**src/rtl/lockin_seq_pkg.sv**
```systemverilog
// Shared state encoding and parameter defaults for the lock-in sample sequencer.
package lockin_seq_pkg;

  typedef enum logic [2:0] {
    SEQ_IDLE  = 3'd0,
    SEQ_FRONT = 3'd1,
    SEQ_MULT  = 3'd2,
    SEQ_BACK  = 3'd3,
    SEQ_DONE  = 3'd4
  } seq_state_e;

  localparam int SEQ_CNT_W_DEF       = 32;
  localparam int SEQ_WDOG_CYCLES_DEF = 4096;

  // Counter width able to hold 0 .. cycles-1 with one spare bit.
  function automatic int seq_wdog_width(input int cycles);
    return $clog2(cycles) + 1;
  endfunction

endpackage

```
**src/rtl/lockin_seq_watchdog.sv**
```systemverilog
// Stall timer for the sequencer wait states; only present when LOCKIN_SEQ_WATCHDOG_EN is defined.
// Held at zero while load_i is high, counts while en_i is high, and stops at CYCLES-1.
`ifdef LOCKIN_SEQ_WATCHDOG_EN
module lockin_seq_watchdog
  import lockin_seq_pkg::*;
#(
  parameter int CYCLES = SEQ_WDOG_CYCLES_DEF
) (
  input  logic clk_i,
  input  logic reset_i,
  input  logic load_i,
  input  logic en_i,
  output logic expired_o
);

  localparam int CW = seq_wdog_width(CYCLES);

  logic [CW-1:0] r_cnt;
  logic          w_at_limit;

  assign w_at_limit = (r_cnt == CW'(CYCLES - 1));
  assign expired_o  = w_at_limit;

  always_ff @(posedge clk_i) begin
    if (reset_i || load_i) begin
      r_cnt <= '0;
    end else if (en_i && !w_at_limit) begin
      r_cnt <= r_cnt + CW'(1);
    end
  end

endmodule
`endif

```
**src/rtl/lockin_sequencer.sv**
```systemverilog
// Per-sample scheduler: front FIRs -> product register -> LPF pair, with overrun accounting.
// Define LOCKIN_SEQ_WATCHDOG_EN to add the wait-state watchdog (fault_o, WDOG_CYCLES).
module lockin_sequencer
  import lockin_seq_pkg::*;
#(
  parameter int CNT_W = SEQ_CNT_W_DEF
`ifdef LOCKIN_SEQ_WATCHDOG_EN
  ,
  parameter int WDOG_CYCLES = SEQ_WDOG_CYCLES_DEF
`endif
) (
  input  logic             clk_i,
  input  logic             reset_i,
  input  logic             tick_i,
  output logic             front_start_o,
  input  logic             hilbert_done_i,
  input  logic             delay_done_i,
  output logic             mult_en_o,
  output logic             lpf_start_o,
  input  logic             lpf_x_done_i,
  input  logic             lpf_y_done_i,
  output logic             done_o,
  output logic             busy_o,
  input  logic             status_clr_i,
  output logic             overrun_o,
  output logic [CNT_W-1:0] overrun_cnt_o,
  output logic [CNT_W-1:0] sample_cnt_o,
  output logic             fault_o
);

  localparam logic [2:0] ST_IDLE  = SEQ_IDLE;
  localparam logic [2:0] ST_FRONT = SEQ_FRONT;
  localparam logic [2:0] ST_MULT  = SEQ_MULT;
  localparam logic [2:0] ST_BACK  = SEQ_BACK;
  localparam logic [2:0] ST_DONE  = SEQ_DONE;

  logic [2:0]       r_state;
  logic             r_front_start, r_mult_en, r_lpf_start, r_done, r_busy;
  logic             r_hil_seen, r_dly_seen, r_x_seen, r_y_seen;
  logic             r_overrun, r_fault;
  logic [CNT_W-1:0] r_overrun_cnt, r_sample_cnt;

  logic w_in_wait, w_in_flight, w_drop;
  logic w_front_ok, w_back_ok, w_stage_ok, w_abort, w_wdog_expired;

  assign w_in_wait   = (r_state == ST_FRONT) || (r_state == ST_BACK);
  assign w_in_flight = w_in_wait || (r_state == ST_MULT);
  assign w_drop      = tick_i && w_in_flight;

  // A done coinciding with its own launch strobe is stale and must not count.
  assign w_front_ok = !r_front_start && (r_hil_seen || hilbert_done_i)
                                     && (r_dly_seen || delay_done_i);
  assign w_back_ok  = !r_lpf_start && (r_x_seen || lpf_x_done_i)
                                   && (r_y_seen || lpf_y_done_i);
  assign w_stage_ok = (r_state == ST_FRONT) ? w_front_ok : w_back_ok;
  assign w_abort    = w_wdog_expired && w_in_wait && !w_stage_ok;

`ifdef LOCKIN_SEQ_WATCHDOG_EN
  lockin_seq_watchdog #(
    .CYCLES (WDOG_CYCLES)
  ) u_watchdog (
    .clk_i     (clk_i),
    .reset_i   (reset_i),
    .load_i    (!w_in_wait),
    .en_i      (w_in_wait),
    .expired_o (w_wdog_expired)
  );
`else
  assign w_wdog_expired = 1'b0;
`endif

  always_ff @(posedge clk_i) begin
    if (reset_i) begin
      r_state       <= ST_IDLE;
      r_front_start <= 1'b0;
      r_mult_en     <= 1'b0;
      r_lpf_start   <= 1'b0;
      r_done        <= 1'b0;
      r_busy        <= 1'b0;
      r_hil_seen    <= 1'b0;
      r_dly_seen    <= 1'b0;
      r_x_seen      <= 1'b0;
      r_y_seen      <= 1'b0;
      r_overrun     <= 1'b0;
      r_fault       <= 1'b0;
      r_overrun_cnt <= '0;
      r_sample_cnt  <= '0;
    end else begin
      r_front_start <= 1'b0;
      r_mult_en     <= 1'b0;
      r_lpf_start   <= 1'b0;
      r_done        <= 1'b0;

      case (r_state)
        ST_IDLE, ST_DONE: begin
          if (tick_i) begin
            r_state       <= ST_FRONT;
            r_front_start <= 1'b1;
            r_busy        <= 1'b1;
            r_hil_seen    <= 1'b0;
            r_dly_seen    <= 1'b0;
          end else begin
            r_state <= ST_IDLE;
            r_busy  <= 1'b0;
          end
        end
        ST_FRONT: begin
          if (!r_front_start) begin
            r_hil_seen <= r_hil_seen | hilbert_done_i;
            r_dly_seen <= r_dly_seen | delay_done_i;
          end
          if (w_front_ok) begin
            r_state   <= ST_MULT;
            r_mult_en <= 1'b1;
          end else if (w_abort) begin
            r_state <= ST_IDLE;
            r_busy  <= 1'b0;
          end
        end
        ST_MULT: begin
          r_state     <= ST_BACK;
          r_lpf_start <= 1'b1;
          r_x_seen    <= 1'b0;
          r_y_seen    <= 1'b0;
        end
        ST_BACK: begin
          if (!r_lpf_start) begin
            r_x_seen <= r_x_seen | lpf_x_done_i;
            r_y_seen <= r_y_seen | lpf_y_done_i;
          end
          if (w_back_ok) begin
            r_state      <= ST_DONE;
            r_done       <= 1'b1;
            r_busy       <= 1'b0;
            r_sample_cnt <= r_sample_cnt + CNT_W'(1);
          end else if (w_abort) begin
            r_state <= ST_IDLE;
            r_busy  <= 1'b0;
          end
        end
        default: begin
          r_state <= ST_IDLE;
          r_busy  <= 1'b0;
        end
      endcase

      // A dropped tick takes priority over a coincident status clear.
      if (w_drop) begin
        r_overrun <= 1'b1;
        if (status_clr_i) begin
          r_overrun_cnt <= CNT_W'(1);
        end else if (r_overrun_cnt != '1) begin
          r_overrun_cnt <= r_overrun_cnt + CNT_W'(1);
        end
      end else if (status_clr_i) begin
        r_overrun     <= 1'b0;
        r_overrun_cnt <= '0;
      end

      if (w_abort) begin
        r_fault <= 1'b1;
      end else if (status_clr_i) begin
        r_fault <= 1'b0;
      end
    end
  end

  assign front_start_o = r_front_start;
  assign mult_en_o     = r_mult_en;
  assign lpf_start_o   = r_lpf_start;
  assign done_o        = r_done;
  assign busy_o        = r_busy;
  assign overrun_o     = r_overrun;
  assign overrun_cnt_o = r_overrun_cnt;
  assign sample_cnt_o  = r_sample_cnt;
  assign fault_o       = r_fault;

endmodule

```
**config.mk**
```make
export PLATFORM = sky130hd
export DESIGN_NAME = lockin_sequencer
export DESIGN_NICKNAME = d
export VERILOG_FILES = /design/src/rtl/lockin_seq_pkg.sv /design/src/rtl/lockin_seq_watchdog.sv /design/src/rtl/lockin_sequencer.sv
export SDC_FILE = /design/constraint.sdc
export NUM_CORES = 1
export LEC_CHECK = 0
export BUFFER_PORTS_ARGS = -buffer_cell sky130_fd_sc_hd__clkbuf_2
export CAP_MARGIN = 20
export CORE_ASPECT_RATIO = 0.5
export CORE_MARGIN = 2
export CORE_UTILIZATION = 47
export DETAILED_ROUTE_END_ITERATION = 8
export PLACE_DENSITY = 0.8
export SYNTH_ARGS = -nofsm -noshare
export SYNTH_HDL_FRONTEND = slang
export SYNTH_SLANG_ARGS = --single-unit
export TNS_END_PERCENT = 5
```
**constraint.sdc**
```tcl
create_clock -name clk_i -period 2.55 [get_ports clk_i]
set_input_delay 0.255 -clock clk_i [delete_from_list [all_inputs] [get_ports clk_i]]
set_output_delay 0.255 -clock clk_i [all_outputs]
set_load 0.1 [all_outputs]
```
==> run_results.csv <==
group,metric,value,unit
run_status,status,"finished clean",
timing,tns,0,ns
logic_synthesis,yosysTopAreaCellShare,42.5,%
clocking,cts_num_sinks,77,
grt,grt_max_degree,49,
logic_synthesis,synth_warnings,0,
grt,grt_pass1_vias,3060,
grt,gr-usage-all-layers,20.7,%
cells_and_area,n_antenna_cell,0,
logic_synthesis,synthMuxAreaShare,1.10,%
route,drtPass1Iterations,4,
logic_synthesis,yosysMostFrequentCell,"dfxtp_1",
worst_setup_path,reg2reg_depth,7,
logic_synthesis,synth_edf_count,0,
worst_setup_path,cp-startpoint,"overrun_cnt_o[0]$_SDFFE_PP0P_",
placed_design,hpwl,5870,um
clocking,insertion_delay,0.34,ns
timing,setup_viol,0,
floorplan,die_w,128,um
route,vias,3475,
worst_setup_path,worstPathArrival,2.43,ns
worst_hold_path,worst_hold_startpoint,"reset_i",
worst_setup_path,regToRegSetupSlack,0.31,ns
worst_setup_path,reg2reg_to,"overrun_cnt_o[2]$_SDFFE_PP0P_",
route,drc,0,
logic_synthesis,yosys.area_share.simple,30.6,%
route,routedWlPerCell,14.0,um
timing,period_minus_slack,2.24,ns
floorplan,fp.dieH,66.1,um
logic_synthesis,synth_area_leader_cell,"dfxtp_1",
cells_and_area,nets,515,
clocking,cts_tree,"done",
worst_setup_path,worstPathRequired,2.75,ns
timing,clock.fmax,0.447,GHz
grt,overflow,0,
timing,hold_ws,0.130,ns
logic_synthesis,ys_ff_latch,77,
cells_and_area,area.sequential,1560,um2
logic_synthesis,synthDistinctLibCells,48,
logic_synthesis,synth_cells,428,
power,powerDensity,590,nW/um2
cells_and_area,multi_input_area,1940,um2
logic_synthesis,synth_top_cells_by_count,"77 x dfxtp_1, 44 x a21oi_1, 34 x nor2_1, 30 x nand2_1, 23 x nand4_1",
worst_hold_path,hold-path-endpoint,"overrun_cnt_o[0]$_SDFFE_PP0P_",
clocking,clkTransAtPathRegs,0.05,ns
cells_and_area,fillCellCount,694,
run,cap_violations,0,
route,drt-vias-per-instance,5.74,
timing,slew_headroom,49.3,%
logic_synthesis,synth_fp_nets,438,
clocking,cts.repair.resized,0,
clocking,cts_root_buffer,"clkbuf_16",
route,drtIter0Drc,179,
logic_synthesis,synth_top_family_by_area,"simple AND/OR/NAND/NOR gates",
grt,grt_antenna_before_repair,0,
cells_and_area,final_layout_size_suffix_gt1_share,24.0,%
logic_synthesis,synthXorXnorAreaFrac,5.08,%
timing,finClkSkew,0.00499,ns
placed_design,globalplace.congestion,0.824,
clocking,cts_buffers,9,
floorplan,die-area,8470,um2
placed_design,io_buffers,77,
worst_setup_path,rr_startpoint,"overrun_cnt_o[0]$_SDFFE_PP0P_",
logic_synthesis,synthTopCellsByArea,"dfxtp_1 43%, a21oi_1 6.1%, nand4_1 4.0%",
worst_setup_path,crit_path_start_kind,"flip-flop",
logic_synthesis,netlist_area,3620,um2
route,ant_nets,0,
floorplan,ioPinCount,79,
worst_hold_path,holdPathStages,2,
worst_setup_path,critPathMaxFanout,14,
logic_synthesis,ys_seq_area_share,42.5,%
grt,grt_pass1_wl,13900,um
clocking,htreeDepth,3,
worst_setup_path,crit_type,"flip-flop to flip-flop",
logic_synthesis,ys_async_sr_fraction,0,%
worst_setup_path,end_kind,"flip-flop",
logic_synthesis,avgSynthCellArea,8.47,um2
power,peakVddDrop,349,uV
logic_synthesis,synthAdderAreaFrac,0.691,%
worst_hold_path,holdCritPathClass,"input pin to flip-flop",
cells_and_area,area_delta_synth_final,21.2,%
clocking,post-cts-setup-buffers,0,
timing,worst_pin_slew,0.757,ns
logic_synthesis,synth_compound_area_share,16.0,%
clocking,cts_hold_buf,0,
power,p_leak,1.66,nW
clocking,ctsLongestPathBuffers,2,
floorplan,num_rows,22,
timing,fin_crit_sh,87.8,%
floorplan,initial_utilization,48.9,%
route,totalWireLength,8490,um
logic_synthesis,synth_ff_type,"dfxtp_1",
floorplan,design.core.area,7400,um2
timing,drv_slew,0,
timing,final-hold-violation-count,0,
timing,rsz0062_at_grt,"no",
## sequential cells by signal (all words and copies together) (netlist names)
signal / flops
overrun_cnt_o: 32
sample_cnt_o: 32
r_state: 3
busy_o: 1
done_o: 1
front_start_o: 1
lpf_start_o: 1
mult_en_o: 1
overrun_o: 1
r_dly_seen: 1
r_hil_seen: 1
r_x_seen: 1
r_y_seen: 1
## metrics by stage
stage / worst slack (ns) / power [mW] / instances / utilization [%] / area, um2
global placement: 0.402 / 1.41 / 590 / 55.5 / 4110
global route: 0.121 / 2.68 / 605 / 59.3 / 4390
floorplan: 0.0368 / 1.39 / 428 / - / 3640
CTS: 0.307 / 2.62 / 605 / 59.3 / 4390
finish: 0.312 / 2.59 / 605 / 59.3 / 4390
detailed placement: 0.317 / 1.42 / 590 / 55.5 / 4110
## worst max path at each step
stage / endpoint / depth (start not counted)
6_report: overrun_cnt_o[2]$_SDFFE_PP0P_ / 7
5_1_grt: overrun_cnt_o[20]$_SDFFE_PP0P_ / 7
4_1_cts: overrun_cnt_o[3]$_SDFFE_PP0P_ / 7
3_5_place_dp: overrun_cnt_o[3]$_SDFFE_PP0P_ / 7
3_3_place_gp: overrun_cnt_o[9]$_SDFFE_PP0P_ / 7
2_1_floorplan: sample_cnt_o[29]$_SDFFE_PP0P_ / 7
## power breakdown
part	internal [mW]	total, mW	switching (mW)
clock network	0.732	1.20	0.468
logic	0.0380	0.167	0.129
registers	1.22	1.23	0.0111
total	1.99	2.59	0.608
## routing by layer
metal | GRT usage [%] | vias up | share of wire, %
met3 | 6.39 | 17 | 5.0
met2 | 34.1 | 79 | 46
met1 | 25.5 | 1641 | 47
li1 | - | 1738 | -
met4 | 8.79 | 0 | 2.0
met5 | 0 | - | 0
## cells in the final DEF (no fill, tap or decap), types with 2 or more instances in the layout
| cell | netlist | layout |
|---|---|---|
| or4_1 | 15 | 15 |
| nand2b_1 | 3 | 3 |
| ha_1 | 2 | 2 |
| a21oi_1 | 44 | 44 |
| clkbuf_16 | 0 | 9 |
| a211oi_1 | 3 | 3 |
| inv_1 | 7 | 7 |
| nand4b_1 | 2 | 2 |
| or3_1 | 20 | 20 |
| nand3_1 | 20 | 20 |
| clkbuf_2 | 1 | 77 |
| dfxtp_2 | 0 | 12 |
| nand4_1 | 23 | 23 |
| a22oi_1 | 2 | 2 |
| nand2_1 | 30 | 30 |
| and4_1 | 9 | 9 |
| or2_2 | 3 | 3 |
| dfxtp_1 | 77 | 65 |
| and2_1 | 7 | 7 |
| nor3_1 | 11 | 11 |
| clkbuf_8 | 0 | 3 |
| a31oi_1 | 4 | 4 |
| o31ai_1 | 13 | 13 |
| buf_4 | 3 | 11 |
| mux2i_1 | 4 | 4 |
| nor4_1 | 3 | 3 |
| o21ai_1 | 2 | 2 |
| clkbuf_1 | 12 | 2 |
| xor2_1 | 16 | 16 |
| and3_1 | 12 | 12 |
| nor2_1 | 34 | 34 |
| xnor2_1 | 5 | 5 |
| o21ai_0 | 20 | 20 |
## area by class of cell
cell class                      instances  area share [%]
Clock buffer                           14            6.24
Clock inverter                          1           0.114
Inverter                                7           0.598
Multi-Input combinational cell        322            44.2
Sequential cell                        77            35.4
Tap cell                               96            2.74
Timing Repair Buffer                   88            10.7
## worst max-delay path: stages (launching register included)
cell	delay (ns)
dfxtp_2	0.37
ha_1	0.19
nand4_1	0.14
or3_1	0.53
o31ai_4	0.43
buf_4	0.26
or3_1	0.13
a21oi_1	0.06
## cell families after synthesis
family	count (synthesis)
flip-flops	77
multiplexers	4
AND/OR/NAND/NOR	197
buffers and inverters	29
other	1
adder cells (fa/ha/maj)	2
AO/OA/AOI/OAI	97
XOR/XNOR	21
Note: power is estimated with default switching activity, not from simulation.
